===== src/rtl/transmission_pkg.sv =====
// transmission_pkg: shared widths, idle level and types for the 8-channel
// select/distribute datapath.
`default_nettype none

package transmission_pkg;

  localparam int   DATA_W   = 8;
  localparam int   SEL_W    = 3;
  localparam logic IDLE_VAL = 1'b1;

  typedef logic [DATA_W-1:0] data_t;
  typedef logic [SEL_W-1:0]  sel_t;

endpackage

`default_nettype wire


===== src/rtl/transmission_sel8.sv =====
// transmission_sel8: combinational 8:1 selector feeding a 1:8 distributor.
// The selected source bit lands on the same output lane; other lanes idle.
`default_nettype none

module transmission_sel8
  import transmission_pkg::*;
(
  input  data_t data_in,
  input  sel_t  sel,
  output data_t next_data
);

  logic sel_bit;

  always_comb begin
    sel_bit   = data_in[sel];
    next_data = {DATA_W{IDLE_VAL}};
    next_data[sel] = sel_bit;
  end

endmodule

`default_nettype wire


===== src/rtl/transmission8_reg.sv =====
// transmission8_reg: registered select/distribute path with a one-cycle
// valid strobe; asynchronous active-low reset drives all lanes idle.
`default_nettype none

module transmission8_reg
  import transmission_pkg::*;
(
  input  logic              clk,
  input  logic              rst_n,
  input  logic [DATA_W-1:0] iData,
  input  logic              A,
  input  logic              B,
  input  logic              C,
  input  logic              iValid,
  output logic [DATA_W-1:0] oData,
  output logic              oValid
);

  sel_t  sel;
  data_t next_data;

  assign sel = {A, B, C};

  transmission_sel8 u_sel8 (
    .data_in   (iData),
    .sel       (sel),
    .next_data (next_data)
  );

  // Inputs are only consumed when iValid is high, so X on idle cycles never
  // reaches the registers.
  always_ff @(posedge clk or negedge rst_n) begin
    if (!rst_n) begin
      oData  <= {DATA_W{IDLE_VAL}};
      oValid <= 1'b0;
    end else begin
      oValid <= iValid;
      if (iValid) begin
        oData <= next_data;
      end
    end
  end

endmodule

`default_nettype wire


===== config.mk =====
export PLATFORM = sky130hd
export DESIGN_NAME = transmission8_reg
export DESIGN_NICKNAME = d
export VERILOG_FILES = /design/src/rtl/transmission_pkg.sv /design/src/rtl/transmission_sel8.sv /design/src/rtl/transmission8_reg.sv
export SDC_FILE = /design/constraint.sdc
export NUM_CORES = 1
export LEC_CHECK = 0
export CORE_AREA = 5 5 42 44
export CTS_CLUSTER_DIAMETER = 200
export CTS_CLUSTER_SIZE = 28
export DETAILED_ROUTE_END_ITERATION = 16
export DIE_AREA = 0 0 47 49
export GPL_ROUTABILITY_DRIVEN = 0
export PLACE_DENSITY = 0.65
export SLEW_MARGIN = 25
export SYNTH_ARGS = -nofsm -noshare
export SYNTH_HDL_FRONTEND = slang
export SYNTH_SLANG_ARGS = --single-unit

===== constraint.sdc =====
create_clock -name clk -period 0.9 [get_ports clk]
set_input_delay 0.18 -clock clk [delete_from_list [all_inputs] [get_ports clk]]
set_output_delay 0.18 -clock clk [all_outputs]
set_load 0.01 [all_outputs]

After elaboration in Yosys (flattened, before gate mapping) --
Cells that the tools add are included.
Storage, ports and cells: bits in registers 9, logic and storage cells 11
Operators by class: magnitude comparators 2, multiplexer cells 4, bitwise logic cells 2, reductions and logical operators 1
Operators with widths (number):
- inverter 8 bit | 1
- bitwise OR 8 bit | 1
- less-than comparator 3 x 4 -> 1 bit (second input constant) | 1
- binary-select mux 1 bit (select 3 bit) | 1
- demux 1 bit (select 3 bit) | 1
- >= comparator 3 x 1 -> 1 bit (second input constant) | 1
- 2-to-1 mux 1 bit | 2
- logical AND 1 bit | 1

Logic depth before layout (Yosys ltp) --
Gate-level depths: netlist of the first run.
word-level depth 6, gate-level depth with buffers 4

Cells and area by module --
Synthesis of the first run repeated with hierarchy kept, for this count alone.
Unflattened totals: cells, all modules 26, area, all modules 446.7 sq um
Modules (own cells, without submodules):
- transmission8_reg | instances 1, cells an instance 18, area each 366.6 sq um
- transmission_sel8 | instances 1, cells an instance 8, area each 80.1 sq um

Least setup slack after synthesis of the first run --
No wires, ideal clock.
kind register to register, start point reg, netlist name oData[6], end point reg oData[6], arrival time 713 ps, setup slack 104 ps, stages on the path, launching flop included 3, clock period less this slack 796 ps, cell sequence dfstp_2 > nor2_1 > a41oi_1
RTL lines:
- end signal: assignment | RTL line transmission8_reg.sv:34 | oData <= {DATA_W{IDLE_VAL}};
- end signal: assignment | RTL line transmission8_reg.sv:39 | oData <= next_data;
- end: declaration | RTL line transmission8_reg.sv:15 | output logic [DATA_W-1:0] oData,

Final worst setup path of the first run --
start point reg oData[1], end point out oData[1]
No word-level cell between the ends.

==> results.yml, run 1 <==
floorplanning:
  floorplan.die.height_um: 49
  die-area_um2: 2300
  initial_utilization: 0.279
  fp-row-count: 14
  die_width_um: 47
  design.portCount: 23
  core_area_um2: 1400
timing:
  rsz_0062_raised_after_global_routing: "true"
  worst_pin_slew_ns: 0.285
  setup_slack_ns: -0.182
  period_minus_slack_ns: 1.08
  holdWs_ns: 0.228
  final_max_slew_viol_count: 0
  fmax_mhz: 924
  slew-limit-headroom: 0.810
  fin_crit_sh: 1.20
  setup_violations: 9
  hold_viol_final: 0
  finClkSkew_ns: 0
synth:
  postSynthRegisterBits: 9
  synthCells: 34
  netlist_top_cells_area: "sky130_fd_sc_hd__dfstp_2, sky130_fd_sc_hd__a21oi_1, sky130_fd_sc_hd__nor2_1"
  post-synth-top-area-cell: "sky130_fd_sc_hd__dfstp_2"
  yosys_warnings: 0
  postSynthNetCount: 48
  synthArstFlopShare: 1.00
  synth-edff-count: 0
  yosys_cell_types: 12
  ys_top_cells_by_count: "sky130_fd_sc_hd__dfstp_2, sky130_fd_sc_hd__nor2_1, sky130_fd_sc_hd__a21oi_1"
  synth.yosys.seq_area_share: 0.601
  synth.top_cell.area_share: 0.537
  netlist_area_um2: 392
  most_frequently_used_flop_master_after_synthesis: "sky130_fd_sc_hd__dfstp_2"
  postSynthAreaPerCell_um2: 11.5
worst_setup_path:
  critical-path-max-stage-delay_ns: 0.54
  critPathArrivalTime_ns: 0.90
  reg2reg_to: "oData[3]"
  timing.reg2reg.setup_slack_ns: 0.07
  rr_startpoint: "oData[3]"
  worst-path-buf-inv: 1
  critPathTopFamily: "flip-flops"
  path_cells: "buf_6"
  critical_path.startpoint_type: "register"
  worst-r2r-cell-count: 2
  worstSetupPathDepth: 1
  cp_slowest_cell: "sky130_fd_sc_hd__dfstp_2"
  timing.critical_path.to_type: "primary output"
  worst-endpoint-required_ns: 0.72
  critical_path_class: "reg2out"
  crit_path_max_fanout: 2
power_and_ir_drop:
  power_w: 0.000917
  cellLeakagePower_nw: 0.284
  power.density_nw_per_um2: 1310
  portion_of_total_power_attributed_to_the_clock_network: 0.337
  power.share.sequential: 0.481
  switching_share: 0.240
  irDropWorstVdd_v: 0.000723
  combinationalPowerShare: 0.182
  switching_power_w: 0.000220
  intPower_w: 0.000697
final_layout:
  post_route_cells_drive_above_1_share: 0.435
  layout.core_utilization: 0.501
  antenna_cells_inserted: 0
  num-nets-final: 77
  final_cells: 78
  area_delta_synth_final_pct: 79.2
  nFillCells: 133
cts:
  numCtsBuffers: 3
  cts_tree: "yes"
  max-clock-path-buffers: 2
  clkSinkCount: 9
  htree_num_levels: 1
  cts.hold.buffers_added: 0
  clock_network_latency_to_the_later_pin_of_the_worst_skew_pair_ns: 0.26
  clk_pin_slew_worst_paths_ns: 0.07
  cts-root-buf: "sky130_fd_sc_hd__clkbuf_4"
detailed_routing:
  drt-wirelength-per-cell_um: 13.7
  post_drt_via_cell_ratio: 4.76
  dr.pass1.iters: 4
  first_iter_violations: 2
  via_count: 371
  route.detailed.drc: 0
  antenna_left: 0
  overall_routed_net_length_mm: 1.07
global_routing:
  first_pass_grt_wire_length_mm: 1.70
  largest_net_degree_at_the_start_of_global_routing: 10
  grt-ovfl-total: 0
  gr-usage-all-layers: 0.107
  first_global_vias: 375
  grt_antenna_before_repair: 0
flow_run:
  cap_viol_max_count: 0
outcome:
  run_status: "complete, but fails checks"
  violations_in_the_final_reports: "negative setup slack"
place:
  placement.io_buffers: 22
  detailed_placement_wirelength_estimate_um: 845
  placement.setup.worst_slack_ns: -0.381
  place_inst: 73
hold_path:
  hold_path_class: "in2async"
[worst max path at each step]
| stage | start | slack (ns) | end |
|---|---|---|---|
| floorplan | oData[6] | 0.10 | oData[6] |
| global placement | B | -0.39 | oData[4] |
| detailed placement | A | -0.38 | oData[4] |
| CTS | oData[1] | -0.19 | oData[1] |
| global route | oData[4] | -0.24 | oData[4] |
| finish | oData[1] | -0.18 | oData[1] |
[through the flow]
step	instance area, um^2	setup TNS (ns)
floorplan	392	0
global placement	652	-5.20
detailed placement	652	-5.41
CTS	694	-1.49
global route	702	-1.86
finish	702	-1.44
[layout by cell type, fill, tap and decap left out]
cell / count
sky130_fd_sc_hd__clkdlybuf4s50_1: 10
sky130_fd_sc_hd__nor2_1: 8
sky130_fd_sc_hd__dfstp_2: 8
sky130_fd_sc_hd__buf_6: 8
sky130_fd_sc_hd__a21oi_1: 6
sky130_fd_sc_hd__clkbuf_4: 3
sky130_fd_sc_hd__dlygate4sd2_1: 3
sky130_fd_sc_hd__buf_4: 3
sky130_fd_sc_hd__nor4b_1: 2
sky130_fd_sc_hd__and4b_1: 1
sky130_fd_sc_hd__nor4_1: 1
sky130_fd_sc_hd__a41oi_2: 1
sky130_fd_sc_hd__and4bb_1: 1
sky130_fd_sc_hd__nor4b_2: 1
sky130_fd_sc_hd__nand4b_1: 1
sky130_fd_sc_hd__o22a_1: 1
sky130_fd_sc_hd__clkinv_2: 1
sky130_fd_sc_hd__dfrtp_1: 1
sky130_fd_sc_hd__buf_2: 1
sky130_fd_sc_hd__buf_12: 1
[registers in the layout, summed over array words and instances (netlist names)]
name    flops
oData       8
oValid      1
[layout make-up]
type	instances	area, um^2	share of cell area
multi-input combinational	23	155	0.221
clock buffer	3	22.5	0.0321
tap	16	20.0	0.0285
sequential	9	235	0.335
clock inverter	1	5.00	0.00713
timing repair buffer	26	264	0.376
[cells by family after synthesis]
group	count (synthesis)	share of synthesized area
flip-flops	9	0.601
buffers and inverters	2	0.0383
AO/OA/AOI/OAI	8	0.121
AND/OR/NAND/NOR	15	0.240
[layer usage]
metal / routed length [um] / vias to the layer above / track usage
li1: - / 182 / -
met1: 425 / 180 / 0.113
met2: 605 / 9 / 0.174
met3: 35 / 0 / 0.0443
met4: 0 / 0 / 0.0553
met5: 0 / - / 0
[what timing repair did]
| item | CTS | global route |
|---|---|---|
| buffers inserted | 1 | 0 |
| gates resized for setup | 48 | 1 |
| setup endpoints to repair | 17 | 10 |
[power groups by stage]
stage               Sequential [W]  Clock (W)  Combinational (W)
CTS                       0.000441   0.000316           0.000166
floorplan                 0.000453          0          0.0000344
detailed placement        0.000445          0           0.000166
global route              0.000443   0.000367           0.000180
finish                    0.000441   0.000309           0.000167
global placement          0.000444          0           0.000166
Note: power is estimated with default switching activity, not from simulation.
==> run 2, diff against run 1 <==
--- a/config.mk
+++ b/config.mk
@@ -11,6 +11,7 @@
 export DETAILED_ROUTE_END_ITERATION = 16
 export DIE_AREA = 0 0 47 49
 export GPL_ROUTABILITY_DRIVEN = 0
+export GPL_TIMING_DRIVEN = 0
 export PLACE_DENSITY = 0.65
 export SLEW_MARGIN = 25
 export SYNTH_ARGS = -nofsm -noshare
==> run 2 against run 1 <==
Compared with the run above:
- the flow still finishes with violations (negative setup slack)
- via count fell by 0.54%
- clock power increased by 2%
- sequential cell count unchanged
- design area is 3.0% lower
- largest cell class unchanged
==> results.yml, run 2 (synthesis results as in run 1) <==
worst_setup_path:
  critPathArrivalTime_ns: 0.90
  crit_path_max_fanout: 2
  critical-path-max-stage-delay_ns: 0.54
  rr_startpoint: "oData[6]"
  critPathTopFamily: "flip-flops"
  cp_slowest_cell: "sky130_fd_sc_hd__dfstp_2"
  worst-endpoint-required_ns: 0.72
  worst-path-buf-inv: 1
  critical_path_class: "reg2out"
  worst-r2r-cell-count: 2
  reg2reg_to: "oData[6]"
  timing.critical_path.to_type: "primary output"
  path_cells: "buf_6"
  critical_path.startpoint_type: "register"
  timing.reg2reg.setup_slack_ns: 0.07
flow_run:
  cap_viol_max_count: 0
final_layout:
  nFillCells: 139
  largest_reg_flops: 8
  top_register: "oData"
  num-nets-final: 76
  post_route_cells_drive_above_1_share: 0.393
  antenna_cells_inserted: 0
  seqCellArea_um2: 235
  area_delta_synth_final_pct: 73.8
  commonest_cells_after_routing_fill_and_taps_aside: "sky130_fd_sc_hd__buf_6, sky130_fd_sc_hd__clkdlybuf4s50_1, sky130_fd_sc_hd__nor2_1, sky130_fd_sc_hd__dfstp_2, sky130_fd_sc_hd__a21oi_1"
  layout.cells.most_common: "sky130_fd_sc_hd__buf_6"
  largest_regs: "oData: 8 flops, oValid: 1 flops"
  multi_input_area_um2: 148
cts:
  max-clock-path-buffers: 2
  cts_tree: "yes"
  clock_network_latency_to_the_later_pin_of_the_worst_skew_pair_ns: 0.25
  htree_num_levels: 1
  clkSinkCount: 9
  cts-root-buf: "sky130_fd_sc_hd__clkbuf_4"
  cts.hold.buffers_added: 0
  clk_pin_slew_worst_paths_ns: 0.06
  numCtsBuffers: 3
  postCtsSetupBuffers: 0
floorplanning:
  die-area_um2: 2300
  fp-row-count: 14
  die_width_um: 47
  core_area_um2: 1400
  initial_utilization: 0.279
  floorplan.die.height_um: 49
  design.portCount: 23
outcome:
  violations_in_the_final_reports: "negative setup slack"
  run_status: "complete, but fails checks"
hold_path:
  min_to: "oValid"
  hold_start: "iValid"
  min_path_cells: 1
  hold_path_class: "in2reg"
timing:
  rsz_0062_raised_after_global_routing: "true"
  slew-limit-headroom: 0.729
  fmax_mhz: 929
  fin_crit_sh: 1.20
  final_max_slew_viol_count: 0
  period_minus_slack_ns: 1.08
  finalSetupTns_ns: -1.40
  finClkSkew_ns: 0
  setup_violations: 9
  hold_viol_final: 0
  worst_pin_slew_ns: 0.405
  setup_slack_ns: -0.177
power_and_ir_drop:
  cellLeakagePower_nw: 0.283
  power.density_nw_per_um2: 1340
  irDropWorstVdd_v: 0.000827
detailed_routing:
  overall_routed_net_length_mm: 1.10
  post_drt_via_cell_ratio: 4.79
  via_count: 369
  drt-wirelength-per-cell_um: 14.2
  first_iter_violations: 12
  route.detailed.drc: 0
  dr.pass1.iters: 5
  antenna_left: 0
global_routing:
  grt_antenna_before_repair: 0
  grt-ovfl-total: 0
  first_pass_grt_wire_length_mm: 1.73
  largest_net_degree_at_the_start_of_global_routing: 10
  gr-usage-all-layers: 0.106
  first_global_vias: 399
place:
  detailed_placement_wirelength_estimate_um: 788
  placement.setup.worst_slack_ns: -0.385
  placement.io_buffers: 22
[run 2: metal layers]
metal  vias up  GRT usage  share of wire  wire length, um
li1        182          -              -                -
met1       174      0.115           0.39              432
met2         9      0.165           0.52              570
met3         4     0.0258          0.048               53
met4         0     0.0829          0.036               40
met5         -          0              0                0
[run 2: timing repair]
action                                  CTS  global route
endpoints found under the setup margin   16            12
gates resized for setup                  50             1
cloned                                    1             0
[run 2: power breakdown]
part           internal, W  total [W]  leakage (nW)  switching [W]
Combinational    0.0000944   0.000157         0.172      0.0000623
Sequential        0.000431   0.000441        0.0959     0.00000967
Clock             0.000171   0.000314        0.0150       0.000143
[run 2: cell type report]
| type | instances | share of cell area |
|---|---|---|
| plain buffers | 2 | 0.0331 |
| clock buffers | 4 | 0.0386 |
| multi-input cells | 23 | 0.217 |
| flip-flops and latches | 9 | 0.346 |
| well taps | 16 | 0.0294 |
| repair buffers | 23 | 0.336 |
[run 2: worst max path at each step]
stage / to / cells after the start / start / slack, ns
floorplan: oData[6] / 2 / oData[6] / 0.10
global placement: oData[2] / 3 / C / -0.37
detailed placement: oData[1] / 3 / C / -0.39
CTS: oData[0] / 1 / oData[0] / -0.19
global route: oData[0] / 1 / oData[0] / -0.21
finish: oData[6] / 1 / oData[6] / -0.18
[run 2: per-stage QoR]
step / area (um^2) / std cells / util / hold slack [ns] / total power (W)
2_1_floorplan: 392 / 34 / - / -0.116 / 0.000487
3_3_place_gp: 632 / 72 / 0.451 / 0.476 / 0.000598
3_5_place_dp: 632 / 72 / 0.451 / 0.478 / 0.000600
4_1_cts: 678 / 77 / 0.484 / 0.232 / 0.000928
5_1_grt: 681 / 77 / 0.486 / 0.0813 / 0.000965
6_report: 681 / 77 / 0.486 / 0.0844 / 0.000911
